$ cat src/rtl/imem_arbiter.sv
// Arbitrates the single-port instruction memory between CPU fetch (F) and the
// loader/debug port (L): round-robin on contention, with L burst locking.
module imem_arbiter #(
    parameter int ADDR_W = 32,
    parameter int DATA_W = 32,
    parameter int IDX_LO = 2,
    parameter int IDX_W  = 16
) (
    input  logic              clock,
    input  logic              reset,
    input  logic              f_req,
    input  logic [ADDR_W-1:0] f_addr,
    output logic              f_gnt,
    output logic              f_rvalid,
    output logic [DATA_W-1:0] f_rdata,
    output logic              f_err,
    input  logic              l_req,
    input  logic              l_we,
    input  logic              l_lock,
    input  logic [ADDR_W-1:0] l_addr,
    input  logic [DATA_W-1:0] l_wdata,
    output logic              l_gnt,
    output logic              l_rvalid,
    output logic [DATA_W-1:0] l_rdata,
    output logic              l_err,
    output logic              mem_en,
    output logic              mem_we,
    output logic [IDX_W-1:0]  mem_idx,
    output logic [DATA_W-1:0] mem_wdata,
    input  logic [DATA_W-1:0] mem_rdata
);

    typedef enum logic [1:0] {OWN_F, OWN_L, LOCK_L} state_t;

    state_t state, state_nxt;

    logic f_mis, l_mis;
    logic f_vld_p1, f_err_p1;
    logic l_vld_p1, l_err_p1;
    logic addr_unused;

    assign f_mis = |f_addr[IDX_LO-1:0];
    assign l_mis = |l_addr[IDX_LO-1:0];

    // Bits above the memory index wrap around; they never reach the memory.
    assign addr_unused = ^{f_addr[ADDR_W-1:IDX_LO+IDX_W], l_addr[ADDR_W-1:IDX_LO+IDX_W]};

    always_ff @(posedge clock or negedge reset) begin
        if (!reset) begin
            state <= OWN_L;
        end else begin
            state <= state_nxt;
        end
    end

    always_comb begin
        f_gnt     = 1'b0;
        l_gnt     = 1'b0;
        state_nxt = state;
        if (f_req && l_req) begin
            // Held lock or F owning last means L goes; otherwise F's turn.
            if (state == OWN_L) begin
                f_gnt = 1'b1;
            end else begin
                l_gnt = 1'b1;
            end
        end else if (f_req) begin
            f_gnt = 1'b1;
        end else if (l_req) begin
            l_gnt = 1'b1;
        end

        if (l_gnt) begin
            state_nxt = l_lock ? LOCK_L : OWN_L;
        end else if (f_gnt) begin
            state_nxt = OWN_F;
        end else if (state == LOCK_L) begin
            state_nxt = OWN_L;
        end
    end

    always_comb begin
        mem_en  = 1'b0;
        mem_we  = 1'b0;
        mem_idx = f_addr[IDX_LO+IDX_W-1:IDX_LO];
        if (l_gnt) begin
            mem_idx = l_addr[IDX_LO+IDX_W-1:IDX_LO];
            mem_en  = !l_mis;
            mem_we  = l_we && !l_mis;
        end else if (f_gnt) begin
            mem_en  = !f_mis;
        end
    end

    assign mem_wdata = l_wdata;

    // Stage p0 -> p1: grant cycle to read-response cycle
    always_ff @(posedge clock or negedge reset) begin
        if (!reset) begin
            f_vld_p1 <= 1'b0;
            f_err_p1 <= 1'b0;
            l_vld_p1 <= 1'b0;
            l_err_p1 <= 1'b0;
        end else begin
            f_vld_p1 <= f_gnt;
            f_err_p1 <= f_gnt && f_mis;
            l_vld_p1 <= l_gnt && !l_we;
            l_err_p1 <= l_gnt && !l_we && l_mis;
        end
    end

    assign f_rvalid = f_vld_p1;
    assign f_err    = f_err_p1;
    assign f_rdata  = (f_vld_p1 && !f_err_p1) ? mem_rdata : '0;
    assign l_rvalid = l_vld_p1;
    assign l_rdata  = (l_vld_p1 && !l_err_p1) ? mem_rdata : '0;
    // Misaligned writes report at grant time since they produce no response.
    assign l_err    = l_err_p1 || (l_gnt && l_we && l_mis);

endmodule
$ cat config.mk
export PLATFORM = sky130hd
export DESIGN_NAME = imem_arbiter
export DESIGN_NICKNAME = d
export VERILOG_FILES = /design/src/rtl/imem_arbiter.sv
export SDC_FILE = /design/constraint.sdc
export NUM_CORES = 1
export LEC_CHECK = 0
export CAP_MARGIN = 40
export CORE_AREA = 2 2 98 100
export CTS_BUF_LIST = sky130_fd_sc_hd__clkbuf_4
export DETAILED_ROUTE_END_ITERATION = 12
export DIE_AREA = 0 0 100 102
export DONT_BUFFER_PORTS = 1
export PLACE_DENSITY = 0.38
export RECOVER_POWER = 100
export SETUP_SLACK_MARGIN = 0.4
export SLEW_MARGIN = 30
export SYNTH_ARGS = -nofsm -noshare
export SYNTH_HDL_FRONTEND = slang
export SYNTH_SLANG_ARGS = --single-unit
$ cat constraint.sdc
create_clock -name clock -period 2.3 [get_ports clock]
set_input_delay 0.23 -clock clock [delete_from_list [all_inputs] [get_ports clock]]
set_output_delay 0.23 -clock clock [all_outputs]
set_load 0.005 [all_outputs]
* After elaboration in Yosys (flattened, before gate mapping)
Cells that the tools add are included.
** Cells by class
- Mux-type cells :: 17
- Equality and inequality tests :: 2
- Reductions and logical operators :: 18
** Operators with widths (number)
- 32-bit 2-to-1 mux :: 2
- 16-bit 2-to-1 mux :: 1
- 1-bit 2-to-1 mux :: 10
- 1-bit logical AND :: 9
- 2-bit 2-to-1 mux :: 4
- 1-bit logical NOT :: 5
- 2-bit OR reduction :: 2
- 3-bit nonzero test :: 1
- 2-bit by 1-bit equality test with 1-bit output (second input constant) :: 1
- 2-bit equality test (second input constant) :: 1
- 1-bit logical OR :: 1
** Word-level totals
- Output and inout bits :: 120
- Bits in registers :: 6

* Logic depth before layout (Yosys ltp)
- Depth after elaboration :: 6
- Gate-level depth with buffers :: 5
- Depth with buffers taken out :: 4

* Worst setup path after synthesis
No wires, ideal clock.
- Kind :: register to output
- Start point :: register state[0]
- End point :: output port mem_idx[0]
- Path buffers :: 1
- Required time :: 2.070 ns
- Arrival time :: 1.254 ns
- Stages on the path, launching flop included :: 5
- Slack :: 0.816 ns
- Cells stage by stage :: dfstp_2 > nor2b_4 > a21o_4 > buf_6 > mux2_4
** On the way
- Word-level cells in the longest chain between the ends :: 4
** RTL lines
- from (decl) :: RTL line 35 : state_t state, state_nxt;
- from (signal assigned) :: RTL line 52 : state <= state_nxt;
- 2-bit by 1-bit equality test with 1-bit output :: RTL line 62 : if (state == OWN_L) begin
- 1-bit 2-to-1 mux :: RTL line 62
- 1-bit 2-to-1 mux :: RTL line 60 : if (f_req && l_req) begin
- 16-bit 2-to-1 mux :: RTL line 86 : if (l_gnt) begin
- to (decl) :: RTL line 28 : output logic [IDX_W-1:0] mem_idx,
Every way passes these cells.

* Worst setup path in the final report
Ends and elaborated chain as after synthesis.

==> qor.csv <==
metric,value,unit
die_h,102,um
placementRows,35,
crit_family,flip-flops,
path_cells,nor2b_4 > a21o_1 > mux2_4,
drtIter0Drc,4,
yosysSeqAreaShare,12.4,%
netlist_instances,148,
drc,0,
grt_max_degree,33,
critPathArrivalTime,1.78,ns
die_w,100,um
syn_area_per_cell,8.23,um2
num_vias,901,
min_path_type,input pin to flop,
crit_fanout,10,
ios,254,
slew_headroom,66.4,%
numCtsBuffers,3,
yosysTopAreaCell,and2_1,
synth-simple-area-share,38.3,%
gr-usage-all-layers,5.62,%
ys_ff_latch,6,
wl_per_cell,14.8,um
fin_skew,0.00957,ns
grt_first_pass_wirelength,4280,um
grt_antenna_before_repair,0,
drtPass1Iterations,2,
clock_latency,0.25,ns
nNetsFinal,252,
p_per_area,368,nW/um2
grt_pass1_vias,876,
status,"finished, final reports clean",
slew_viol_final,0,
ctsRootBufferMaster,clkbuf_4,
routed_wl,3380,um
diodes,0,
finalHoldViolations,0,
critPathBufInv,0,
hpwl,2800,um
start_util,13.4,%
netlist_top_cells_area,"and2_1 33%, buf_4 20%, mux2_4 20%, dfrtp_1 10%, dfstp_2 2.2%",
h-tree-depth,1,
drive_above_1_share,17.1,%
grt_overflow,0,
cts_setup_buffers,0,
crit_type,flop to primary output,
cts_sinks,6,
setup_violations,0,
yosys.area_share.xor_xnor,0,%
cp-end-kind,primary output,
critPathMaxStageDelay,0.54,ns
yosys.area_share.adder,0,%
fmax,498,MHz
synth_top_family_by_area,simple AND/OR/NAND/NOR gates,
cts_buffer_depth,2,
setup_tns,0,ns
viasPerCell,3.95,
start_kind,flop,
reg2reg_slack,0.88,ns
ys_types,22,
fin_total_pwr,406,uW
dieArea,10200,um2
fin_crit_sh,87.3,%
drt.antenna.violating_nets,0,
synth_compound_area_share,5.14,%
power.leakage,0.000407,uW
syn2layout_area_growth,-9.35,%
required,2.07,ns
io_buffers,0,
gp_congestion,0.827,
synthMuxAreaShare,19.7,%
peakVddDrop,0.146,mV
tightest_slew,0.504,ns
synth_top_area_share,32.9,%
slowest_stage,dfstp_1,
rsz0062_at_grt,yes,
netlist_area,1220,um2
maxCapViolations,0,
tritoncts,built,
yosysWarnings,0,
min_period,2.01,ns
clk_pin_slew_worst_paths,0.05,ns
syn_nets,282,
core,9110,um2
worst paths after layout:
check	depth (start not counted)	endpoint	start
min reg2reg	1	state[0]$_DFFE_PN1P_	state[1]$_DFFE_PN0P_
min in group asynchronous	1	f_err$_DFF_PN0_	reset
max in group asynchronous	1	state[0]$_DFFE_PN1P_	reset
max reg2reg	3	l_err_p1$_DFF_PN0_	state[0]$_DFFE_PN1P_
min	1	l_rvalid$_DFF_PN0_	l_we
max	3	mem_idx[0]	state[0]$_DFFE_PN1P_
routing by layer:
| layer | wire (um) | share of wire (%) | up-vias | GRT usage, % |
|---|---|---|---|---|
| li1 | - | - | 373 | - |
| met3 | 430 | 13 | 6 | 1.85 |
| met1 | 923 | 27 | 392 | 4.20 |
| met2 | 1990 | 59 | 130 | 12.4 |
| met5 | 0 | 0 | - | 0 |
| met4 | 44 | 1.3 | 0 | 2.63 |
timing repair:
item,in CTS,in global routing
gates cloned,1,0
gates resized for setup,0,1
pin swaps,1,0
endpoints found under the setup margin,1,7
hold buffers,1,0
hold endpoints to repair,6,0
final cells by class:
type / instances / area [um2]
flip-flops and latches: 6 / 151
repair buffers: 4 / 23.8
clock buffers: 4 / 30.0
fillers: 1044 / 8010
multi-input cells: 100 / 748
inverters: 3 / 11.3
well taps: 111 / 139
synth_stat cells (all sizes together):
master  count
clkbuf      6
and2       64
and3        1
mux2       16
or2         1
o21ai       1
inv         3
o21a        1
nor3        1
nor2b       3
a21o        1
buf        34
nand2       2
dfstp       1
o22ai       1
dfrtp       5
nor2        4
o311a       1
a31o        1
o32ai       1
cell families (layout without fill, tap and decap cells):
kind of cell / count (synthesis) / after routing
simple gates: 76 / 76
buf+inv: 43 / 11
mux: 16 / 16
compound gates: 7 / 8
flops: 6 / 6
flip-flops by register name, indices dropped and copies added, names as in the netlist:
signal / flops
f_rvalid: 1
l_rvalid: 1
f_err: 1
l_err_p1: 1
state: 2
cells in the final DEF, fill, tap and decap left out, drive strengths merged:
cell type and instances:
o21ai 1, mux2 16, o32ai 1, dfrtp 5, inv 3, dfstp 1
o21a 1, clkbuf 7, nor2b 3, nor2 4, nor3 1, and3 1
nand2 2, a31o 1, or2 1, and2 64, a21o 2, dlygate4sd3 1
o22ai 1, o311a 1
through the flow:
step           area [um2]  std cells  utilization [%]  hold WS [ns]  worst slack [ns]
2_1_floorplan        1220        148                -       -0.0656             0.816
3_3_place_gp         1100        222             12.1       -0.0653             0.666
3_5_place_dp         1100        222             12.1       -0.0653             0.647
4_1_cts              1150        228             12.6        0.0333             0.414
5_1_grt              1100        228             12.1        0.0371             0.200
6_report             1100        228             12.1        0.0462             0.292
power breakdown:
group	internal (uW)	switching, uW	leakage, uW
clock network	77.6	40.5	0.0000184
logic	73.7	88.9	0.000314
registers	116	9.10	0.0000746
total	267	139	0.000407
Power figures use the tool's default switching activity.
